## config.mk

```make
export PLATFORM = sky130hd
export DESIGN_NAME = softmax_top1
export DESIGN_NICKNAME = d
export VERILOG_FILES = /design/src/rtl/softmax_top1.sv
export SDC_FILE = /design/constraint.sdc
export NUM_CORES = 1
export LEC_CHECK = 0
export ABC_AREA = 1
export BUFFER_PORTS_ARGS = -buffer_cell sky130_fd_sc_hd__buf_2
export CORE_MARGIN = 2
export CORE_UTILIZATION = 61
export CTS_CLUSTER_DIAMETER = 150
export DETAILED_ROUTE_END_ITERATION = 12
export GPL_TIMING_DRIVEN = 0
export PLACE_DENSITY = 0.85
export SYNTH_ARGS = -nofsm -noshare
export SYNTH_HDL_FRONTEND = slang
export SYNTH_SLANG_ARGS = --single-unit
```

## constraint.sdc

```tcl
create_clock -name Clock -period 11.95 [get_ports Clock]
set_input_delay 1.7925 -clock Clock [delete_from_list [all_inputs] [get_ports Clock]]
set_output_delay 1.7925 -clock Clock [all_outputs]
set_load 0.005 [all_outputs]
```

## src/rtl/softmax_top1.sv

```systemverilog
// Top-1 argmax over the four softmax probabilities: captures on SmDone rise,
// scans one float compare per cycle, and returns index/value on valid/ready.
// Optional SOFTMAX_TOP1_THRESH_EN adds a Thresh input and a Confident output.
module softmax_top1 #(
  parameter int DATALENGTH = 32,
  parameter int INPUTMAX   = 2
) (
  input  logic                  Clock,
  input  logic                  Reset,
  input  logic                  SmDone,
  input  logic [INPUTMAX:0]     N,
  input  logic [DATALENGTH-1:0] Y0,
  input  logic [DATALENGTH-1:0] Y1,
  input  logic [DATALENGTH-1:0] Y2,
  input  logic [DATALENGTH-1:0] Y3,
  input  logic                  Ready,
`ifdef SOFTMAX_TOP1_THRESH_EN
  input  logic [DATALENGTH-1:0] Thresh,
  output logic                  Confident,
`endif
  output logic                  Valid,
  output logic [INPUTMAX-1:0]   Index,
  output logic [DATALENGTH-1:0] MaxVal,
  output logic                  Busy,
  output logic                  Overrun
);
  localparam int DEPTH = 1 << INPUTMAX;

  typedef enum logic [1:0] {IDLE, SCAN, OUT} state_t;
  state_t state_q, state_d;

  logic [DEPTH-1:0][DATALENGTH-1:0] v;
  logic [DATALENGTH-1:0]            best;
  logic [INPUTMAX-1:0]              bidx;
  logic [INPUTMAX-1:0]              n_eff;
  logic [INPUTMAX:0]                j;
  logic                             sm_q;

  logic evt, capture, step, finish, release_res, drop;
  logic [INPUTMAX-1:0]   n_clamp;
  logic [DATALENGTH-1:0] cand;
  logic                  cand_gt;

  // Strict IEEE-754 greater-than; NaN never wins, a NaN b loses to any non-NaN a.
  function automatic logic gt(input logic [DATALENGTH-1:0] a,
                              input logic [DATALENGTH-1:0] b);
    logic a_nan, b_nan, a_zero, b_zero;
    logic [DATALENGTH-2:0] am, bm;
    am     = a[DATALENGTH-2:0];
    bm     = b[DATALENGTH-2:0];
    a_nan  = (a[DATALENGTH-2 -: 8] == 8'hFF) && (a[DATALENGTH-10:0] != '0);
    b_nan  = (b[DATALENGTH-2 -: 8] == 8'hFF) && (b[DATALENGTH-10:0] != '0);
    a_zero = (am == '0);
    b_zero = (bm == '0);
    if (a_nan)                       gt = 1'b0;
    else if (b_nan)                  gt = 1'b1;
    else if (a_zero && b_zero)       gt = 1'b0;
    else if (!a[DATALENGTH-1] && b[DATALENGTH-1]) gt = 1'b1;
    else if (a[DATALENGTH-1] && !b[DATALENGTH-1]) gt = 1'b0;
    else if (!a[DATALENGTH-1])       gt = (am > bm);
    else                             gt = (am < bm);
  endfunction

  assign evt     = SmDone & ~sm_q;
  assign n_clamp = (N > (INPUTMAX+1)'(DEPTH-1)) ? INPUTMAX'(DEPTH-1) : N[INPUTMAX-1:0];
  assign cand    = v[j[INPUTMAX-1:0]];
  assign cand_gt = gt(cand, best);

  always_comb begin
    state_d     = state_q;
    capture     = 1'b0;
    step        = 1'b0;
    finish      = 1'b0;
    release_res = 1'b0;
    drop        = 1'b0;
    case (state_q)
      IDLE: if (evt) begin
        capture = 1'b1;
        state_d = SCAN;
      end
      SCAN: begin
        drop = evt;
        if (j <= {1'b0, n_eff}) step = 1'b1;
        else begin
          finish  = 1'b1;
          state_d = OUT;
        end
      end
      OUT: begin
        // A rising SmDone on the handshake edge is still counted as dropped.
        drop = evt;
        if (Valid && Ready) begin
          release_res = 1'b1;
          state_d     = IDLE;
        end
      end
      default: state_d = IDLE;
    endcase
  end

  always_ff @(posedge Clock or posedge Reset) begin
    if (Reset) begin
      state_q <= IDLE;
      sm_q    <= 1'b0;
      v       <= '0;
      best    <= '0;
      bidx    <= '0;
      n_eff   <= '0;
      j       <= '0;
      Valid   <= 1'b0;
      Index   <= '0;
      MaxVal  <= '0;
      Busy    <= 1'b0;
      Overrun <= 1'b0;
    end else begin
      state_q <= state_d;
      sm_q    <= SmDone;
      if (drop) Overrun <= 1'b1;
      if (capture) begin
        v     <= {Y3, Y2, Y1, Y0};
        best  <= Y0;
        bidx  <= '0;
        j     <= (INPUTMAX+1)'(1);
        n_eff <= n_clamp;
        Busy  <= 1'b1;
      end
      if (step) begin
        if (cand_gt) begin
          best <= cand;
          bidx <= j[INPUTMAX-1:0];
        end
        j <= j + 1'b1;
      end
      if (finish) begin
        Index  <= bidx;
        MaxVal <= best;
        Valid  <= 1'b1;
      end
      if (release_res) begin
        Valid <= 1'b0;
        Busy  <= 1'b0;
      end
    end
  end

`ifdef SOFTMAX_TOP1_THRESH_EN
  logic thresh_nan;
  assign thresh_nan = (Thresh[DATALENGTH-2 -: 8] == 8'hFF) && (Thresh[DATALENGTH-10:0] != '0);

  always_ff @(posedge Clock or posedge Reset) begin
    if (Reset)       Confident <= 1'b0;
    else if (finish) Confident <= !thresh_nan && gt(best, Thresh);
  end
`endif

endmodule

```

==> impl_metrics.csv, run 1 <==
group,metric,value,unit
cts,post-cts-setup-buffer-count,0,
setup_path,path_class,"register to register",
cts,ctsResizeCount,0,
layout,layout.nets,1747,
cts,cts_sinks,207,
floorplan,coreArea,0.0166,mm^2
routing,routed_via_density,5.35,
routing,drt_iter0_drc,992,
global_routing,grt_pass1_wl,46000,um
yosys,synth_nets,1551,
cts,cts_tree,"built",
yosys,synth_cell_types,25,
place,gp_congestion,0.960,
yosys,syn_area,0.0103,mm^2
power,leakage,0.00689,uW
timing,finalCriticalPeriod,3930,ps
layout,antenna_cells,0,
floorplan,ios,172,
place,place_inst,1771,
layout,drive_above_1_share,15.0,%
timing,max_freq,0.255,GHz
run_status,status,"finished, final reports clean",
floorplan,die_h,134,um
power,cellPowerDensity,307,mW/mm^2
yosys,yosys.area.top_type_share,50.2,%
routing,wl_per_cell,15.9,um
place,dp_hpwl,21100,um
global_routing,grt_pass1_vias,9230,
cts,cts_made_buffers,22,
layout,finalNonFillerCells,1811,
floorplan,start_util,62.2,%
timing,final_max_slew_viol_count,0,
setup_path,crit_path_start_kind,"register",
routing,wl_met1,12300,um
setup_path,rr_startpoint,"j[1]",
timing,timing.final.crit_share,32.9,%
cts,clockBufferDepth,3,
routing,wl_met2,13200,um
timing,fin_worst_skew,8.28,ps
routing,ant_nets,0,
yosys,synth_top_area_cell,"dfrtp_1",
cts,hold_buffers,0,
global_routing,grt_max_degree,133,
floorplan,die-area,0.0180,mm^2
routing,vias,9691,
setup_path,critPathMaxFanout,10,
timing,fin_setup_tns,0,ps
global_routing,antenna_found_initial,0,
timing,rsz0062_at_grt,"no",
global_routing,grt_usage,32.8,%
setup_path,startpoint,"j[1]",
global_routing,grt_remaining_overflow,0,
yosys,synth_edf_count,0,
yosys,ys_seq_elements,207,
power,total_power,3760,uW
routing,route.met3.wl,2460,um
cts,clock_latency,500,ps
yosys,yosysMostFrequentCell,"nand2_1",
cts,cts-root-buf,"clkbuf_16",
yosys,synthFlopType,"dfrtp_1",
floorplan,rows,47,
layout,areaGrowthSynthToFinish,18.5,%
yosys,async_reset_ff_share,100,%
power,vdd_ir_drop_max,0.160,mV
routing,first_pass_iters,5,
run,cap_viol_max_count,0,
yosys,syn_inst,1379,
routing,route.detailed.drc,0,
min_path,holdCritPathClass,"register to register",
yosys,ys_seq_area_share,50.2,%
min_path,min_from,"v[74]",
setup_path,critPathRequiredTime,12380,ps
floorplan,dieWidth,134,um
timing,max_slew_margin,40.8,%
layout,nFillCells,1339,
yosys,yosysWarnings,0,
yosys,syn_area_per_cell,7.48,um^2
yosys,synth.area.top_cells,"dfrtp_1 50%, nand2_1 26%, nand3_1 5.3%, ha_1 4.5%, o21ai_0 3.8%",
routing,top_layer_used,"met4",
timing,final_hold_viol_count,0,
place,numPortBuffers,171,
setup_path,cp_data_arrival_time,4360,ps
timing,tightest_slew,888,ps
setup_path,end_kind,"register",
timing,setup_viol,0,
cts,clkSlewWorstSetupHoldPaths,60,ps
yosys,ys_top_cells_by_count,"710 x nand2_1, 207 x dfrtp_1, 110 x nand3_1, 95 x inv_1, 78 x o21ai_0",
cts,htreeDepth,1,
routing,wl,28900,um
==> area by class of cell <==
class	count	area, um^2	share of cell area (%)
plain buffers	69	330	2.70
clock buffers	33	653	5.34
clock inverters	7	88.8	0.727
inverters	97	372	3.04
multi-input cells	1006	4440	36.3
flip-flops and latches	207	5180	42.4
well taps	220	275	2.25
repair buffers	172	883	7.23
==> critical path: stages (launching register included) <==
cell and delay, ps:
dfrtp_1 410, buf_2 230, clkbuf_1 460, nand3_1 210
nand2_1 140, inv_1 80, ha_1 300, nand2_1 70
nor2_1 140, nand4_1 100, nor3_1 290, nand2_1 130
nand2_1 100, nand2_1 50, nand2_1 50, nand3_1 60
nand2_1 280, clkbuf_1 430, nand3_1 180, nand2_1 130
==> metrics by stage <==
| stage | setup WS, ps | instance area (um^2) | hold WS, ps | utilization (%) |
|---|---|---|---|---|
| after floorplan | 4510 | 10300 | 437 | - |
| after global placement | 2550 | 11400 | 449 | 69.0 |
| after detailed placement | 8120 | 11500 | 455 | 69.2 |
| after CTS | 8130 | 12200 | 473 | 73.7 |
| after global routing | 7830 | 12200 | 486 | 73.7 |
| final | 8020 | 12200 | 472 | 73.7 |
==> path summary, 6_finish.rpt <==
kind,cells past startpoint,slack (ps),endpoint
worst max register to register,19,8020,best[5]
worst min register to register,2,470,v[74]
worst max-delay path,19,8020,best[5]
worst min-delay path,2,470,v[74]
min in group asynchronous,2,1490,v[4]
max in group asynchronous,3,9630,v[90]
==> state kept, by name, summed over array words and instances (netlist names) <==
name     cells
j            3
sm_q         1
bidx         2
Busy         1
MaxVal      32
n_eff        2
state_q      2
best        32
v          128
Index        2
Valid        1
Overrun      1
==> layer usage <==
metal | track usage [%] | up-vias
met5 | 0 | -
met4 | 11.1 | 0
met3 | 5.22 | 58
met2 | 52.8 | 476
met1 | 45.9 | 4465
li1 | - | 4692
==> power breakdown <==
group          internal, uW  switching, uW  total, uW
clock                   421            280        701
combinational           620           1200       1820
sequential             1050            189       1240
total                  2090           1670       3760
==> cells in the final DEF, fill, tap and decap left out, drive strengths merged <==
cell type  instances
a21o               2
a221o              1
inv               97
dfrtp            207
bufinv             2
o21ai             78
o22ai              1
clkinv             5
a21oi             14
clkbuf            77
nand3            110
mux2               2
nor4               2
o211ai             1
buf              197
ha                37
nand3b             1
a31o               1
nand2            711
nor3               2
nand4              6
nor2              37
==> logic make-up after synthesis <==
logic type	share of synthesized area (%)
buffers and inverters	6.73
AO/OA/AOI/OAI	5.04
AND/OR/NAND/NOR	33.3
multiplexers	0.218
adder cells (fa/ha/maj)	4.49
flip-flops	50.2
(Power assumes the default switching activity.)
==> inputs of run 2 (changes only) <==
Settings changed: CORE_UTILIZATION 61 to 57, PLACE_DENSITY 0.85 to 0.81.
Clock period 11.95 ns to 3.65 ns, I/O delays scaled along.
==> impl_metrics.csv, run 2 (same netlist as run 1, synthesis figures left out) <==
group,metric,value,unit
run_status,status,"finished, final reports clean",
layout,areaGrowthSynthToFinish,18.3,%
timing,max_slew_margin,50.8,%
layout,final_cell_mix,"709 x nand2_1, 207 x dfrtp_1, 186 x buf_2, 110 x nand3_1, 94 x inv_1",
place,dp_slack,28.2,ps
power,cellPowerDensity,985,mW/mm^2
power,netSwitchingPower,5380,uW
setup_path,critPathMaxStageDelay,450,ps
run,cap_viol_max_count,0,
setup_path,critPathSlowestCell,"dfrtp_1",
timing,rsz0062_at_grt,"no",
global_routing,grt_usage,29.7,%
global_routing,grt_pass1_wl,45600,um
power,pwr-share-seq,33.6,%
floorplan,start_util,57.8,%
timing,setup_ws,277,ps
cts,clockBufferDepth,3,
setup_path,cpMostUsedCell,"nand2_1",
layout,layout.nets,1750,
power,internal_power,6630,uW
timing,setup_viol,0,
timing,timing.final.crit_share,92.4,%
setup_path,critPathMaxFanout,10,
routing,routed_via_density,5.20,
setup_path,cp_data_arrival_time,3750,ps
timing,finalCriticalPeriod,3370,ps
timing,tightest_slew,738,ps
setup_path,crit_path_start_kind,"register",
place,numPortBuffers,171,
cts,clock_latency,500,ps
cts,post-cts-setup-buffer-count,0,
power,power_frac_comb,49.7,%
routing,ant_nets,0,
floorplan,dieWidth,139,um
timing,fin_setup_tns,0,ps
global_routing,grt_remaining_overflow,0,
place,gp_congestion,0.968,
routing,first_pass_iters,5,
routing,wl,28400,um
global_routing,grt_max_degree,43,
cts,clkSlewWorstSetupHoldPaths,60,ps
power,total_power,12000,uW
cts,cts_sinks,207,
min_path,holdCritPathClass,"input pin to asynchronous set/reset pin",
floorplan,die_h,139,um
layout,largest_register_ff_count,128,
floorplan,die-area,0.0192,mm^2
timing,final_hold_viol_count,0,
power,vdd_ir_drop_max,0.455,mV
global_routing,grt_pass1_vias,9065,
layout,regMostFlops,"v",
floorplan,coreArea,0.0178,mm^2
routing,drt_iter0_drc,832,
setup_path,path_class,"register to register",
power,leakage,0.00687,uW
timing,final_max_slew_viol_count,0,
layout,antenna_cells,0,
cts,htreeDepth,1,
cts,cts_made_buffers,21,
place,place_area,0.0116,mm^2
timing,fin_worst_skew,11.5,ps
timing,max_freq,0.297,GHz
routing,vias,9469,
power,switching_share,44.8,%
routing,wl_per_cell,15.6,um
setup_path,end_kind,"register",
place,dp_hpwl,21600,um
cts,cts-root-buf,"clkbuf_16",
setup_path,worstPathCellList,"inv_2 > buf_4 > buf_2 > nand2_1 > nand3_1 > nand2_1 > inv_1 > ha_1 > nand2_1 > nor2_1 > nand4_1 > nor3_1 > nand2_1 > nand2_1 > nand2_1 > nand2_1 > nand3_1 > nand2_2 > nand2_4 > buf_6 > nand2_1 > nand2_1",
global_routing,antenna_found_initial,0,
setup_path,critPathRequiredTime,4030,ps
floorplan,rows,49,
floorplan,ios,172,
cts,cts_tree,"built",
layout,drive_above_1_share,15.3,%
power,clkPwrFrac,16.7,%
layout,final_common_cell,"nand2_1",
layout,top_regs,"v: 128 flops, MaxVal: 32 flops, best: 32 flops",
layout,finalInstanceArea,0.0122,mm^2
routing,route.detailed.drc,0,
run 2: cell type report:
class | count | area (um^2)
inverters | 97 | 368
clock inverters | 3 | 17.5
well taps | 229 | 287
plain buffers | 69 | 337
clock buffers | 33 | 611
multi-input cells | 1006 | 4440
repair buffers | 176 | 956
flip-flops and latches | 207 | 5180
fillers | 1484 | 5650
run 2: per-layer routing:
metal	up-vias	global-route usage, %	wire length, um	part of all wire [%]
li1	4691	-	-	-
met1	4330	42.1	12700	45
met2	386	47.6	12900	45
met3	62	4.99	2010	7.1
met4	0	8.81	811	2.9
met5	-	0	0	0
run 2: power groups by stage:
stage / sequential, uW / combinational [uW] / clock (uW)
3_3_place_gp: 4010 / 5570 / 0
6_report: 4030 / 5980 / 2000
2_1_floorplan: 3910 / 4190 / 0
3_5_place_dp: 4030 / 5790 / 0
4_1_cts: 4020 / 5870 / 2020
5_1_grt: 4160 / 6790 / 2110
run 2: worst max-delay path, delay by kind of cell (launching register included):
kind                     cells  cell delay, ps
flip-flops                   1             450
buffers and inverters        5             700
AND/OR/NAND/NOR             16            1780
adder cells (fa/ha/maj)      1             300
run 2: worst paths after layout:
kind,start,to,slack [ps],cells after the start
setup / recovery,j[0],best[27],280,22
hold / removal,Reset,MaxVal[5],140,2
setup reg to reg,j[0],best[27],280,22
hold reg to reg,v[76],v[76],470,2
max in group asynchronous,Reset,v[123],2390,5
min in group Clock,SmDone,sm_q,190,1
run 2: what timing repair did:
item,in CTS,in global routing
cloned,0,0
hold buffers,0,0
setup endpoints to repair,10,34
resized for setup,1,9
pin swaps,0,0
run 2: per-stage QoR:
step                hold WS (ps)  utilization (%)  std cells
finish                       138             68.4       1820
global route                 192             68.4       1820
CTS                          150             68.3       1820
detailed placement           455             64.8       1784
global placement             449             64.2       1779
floorplan                    437                -       1379
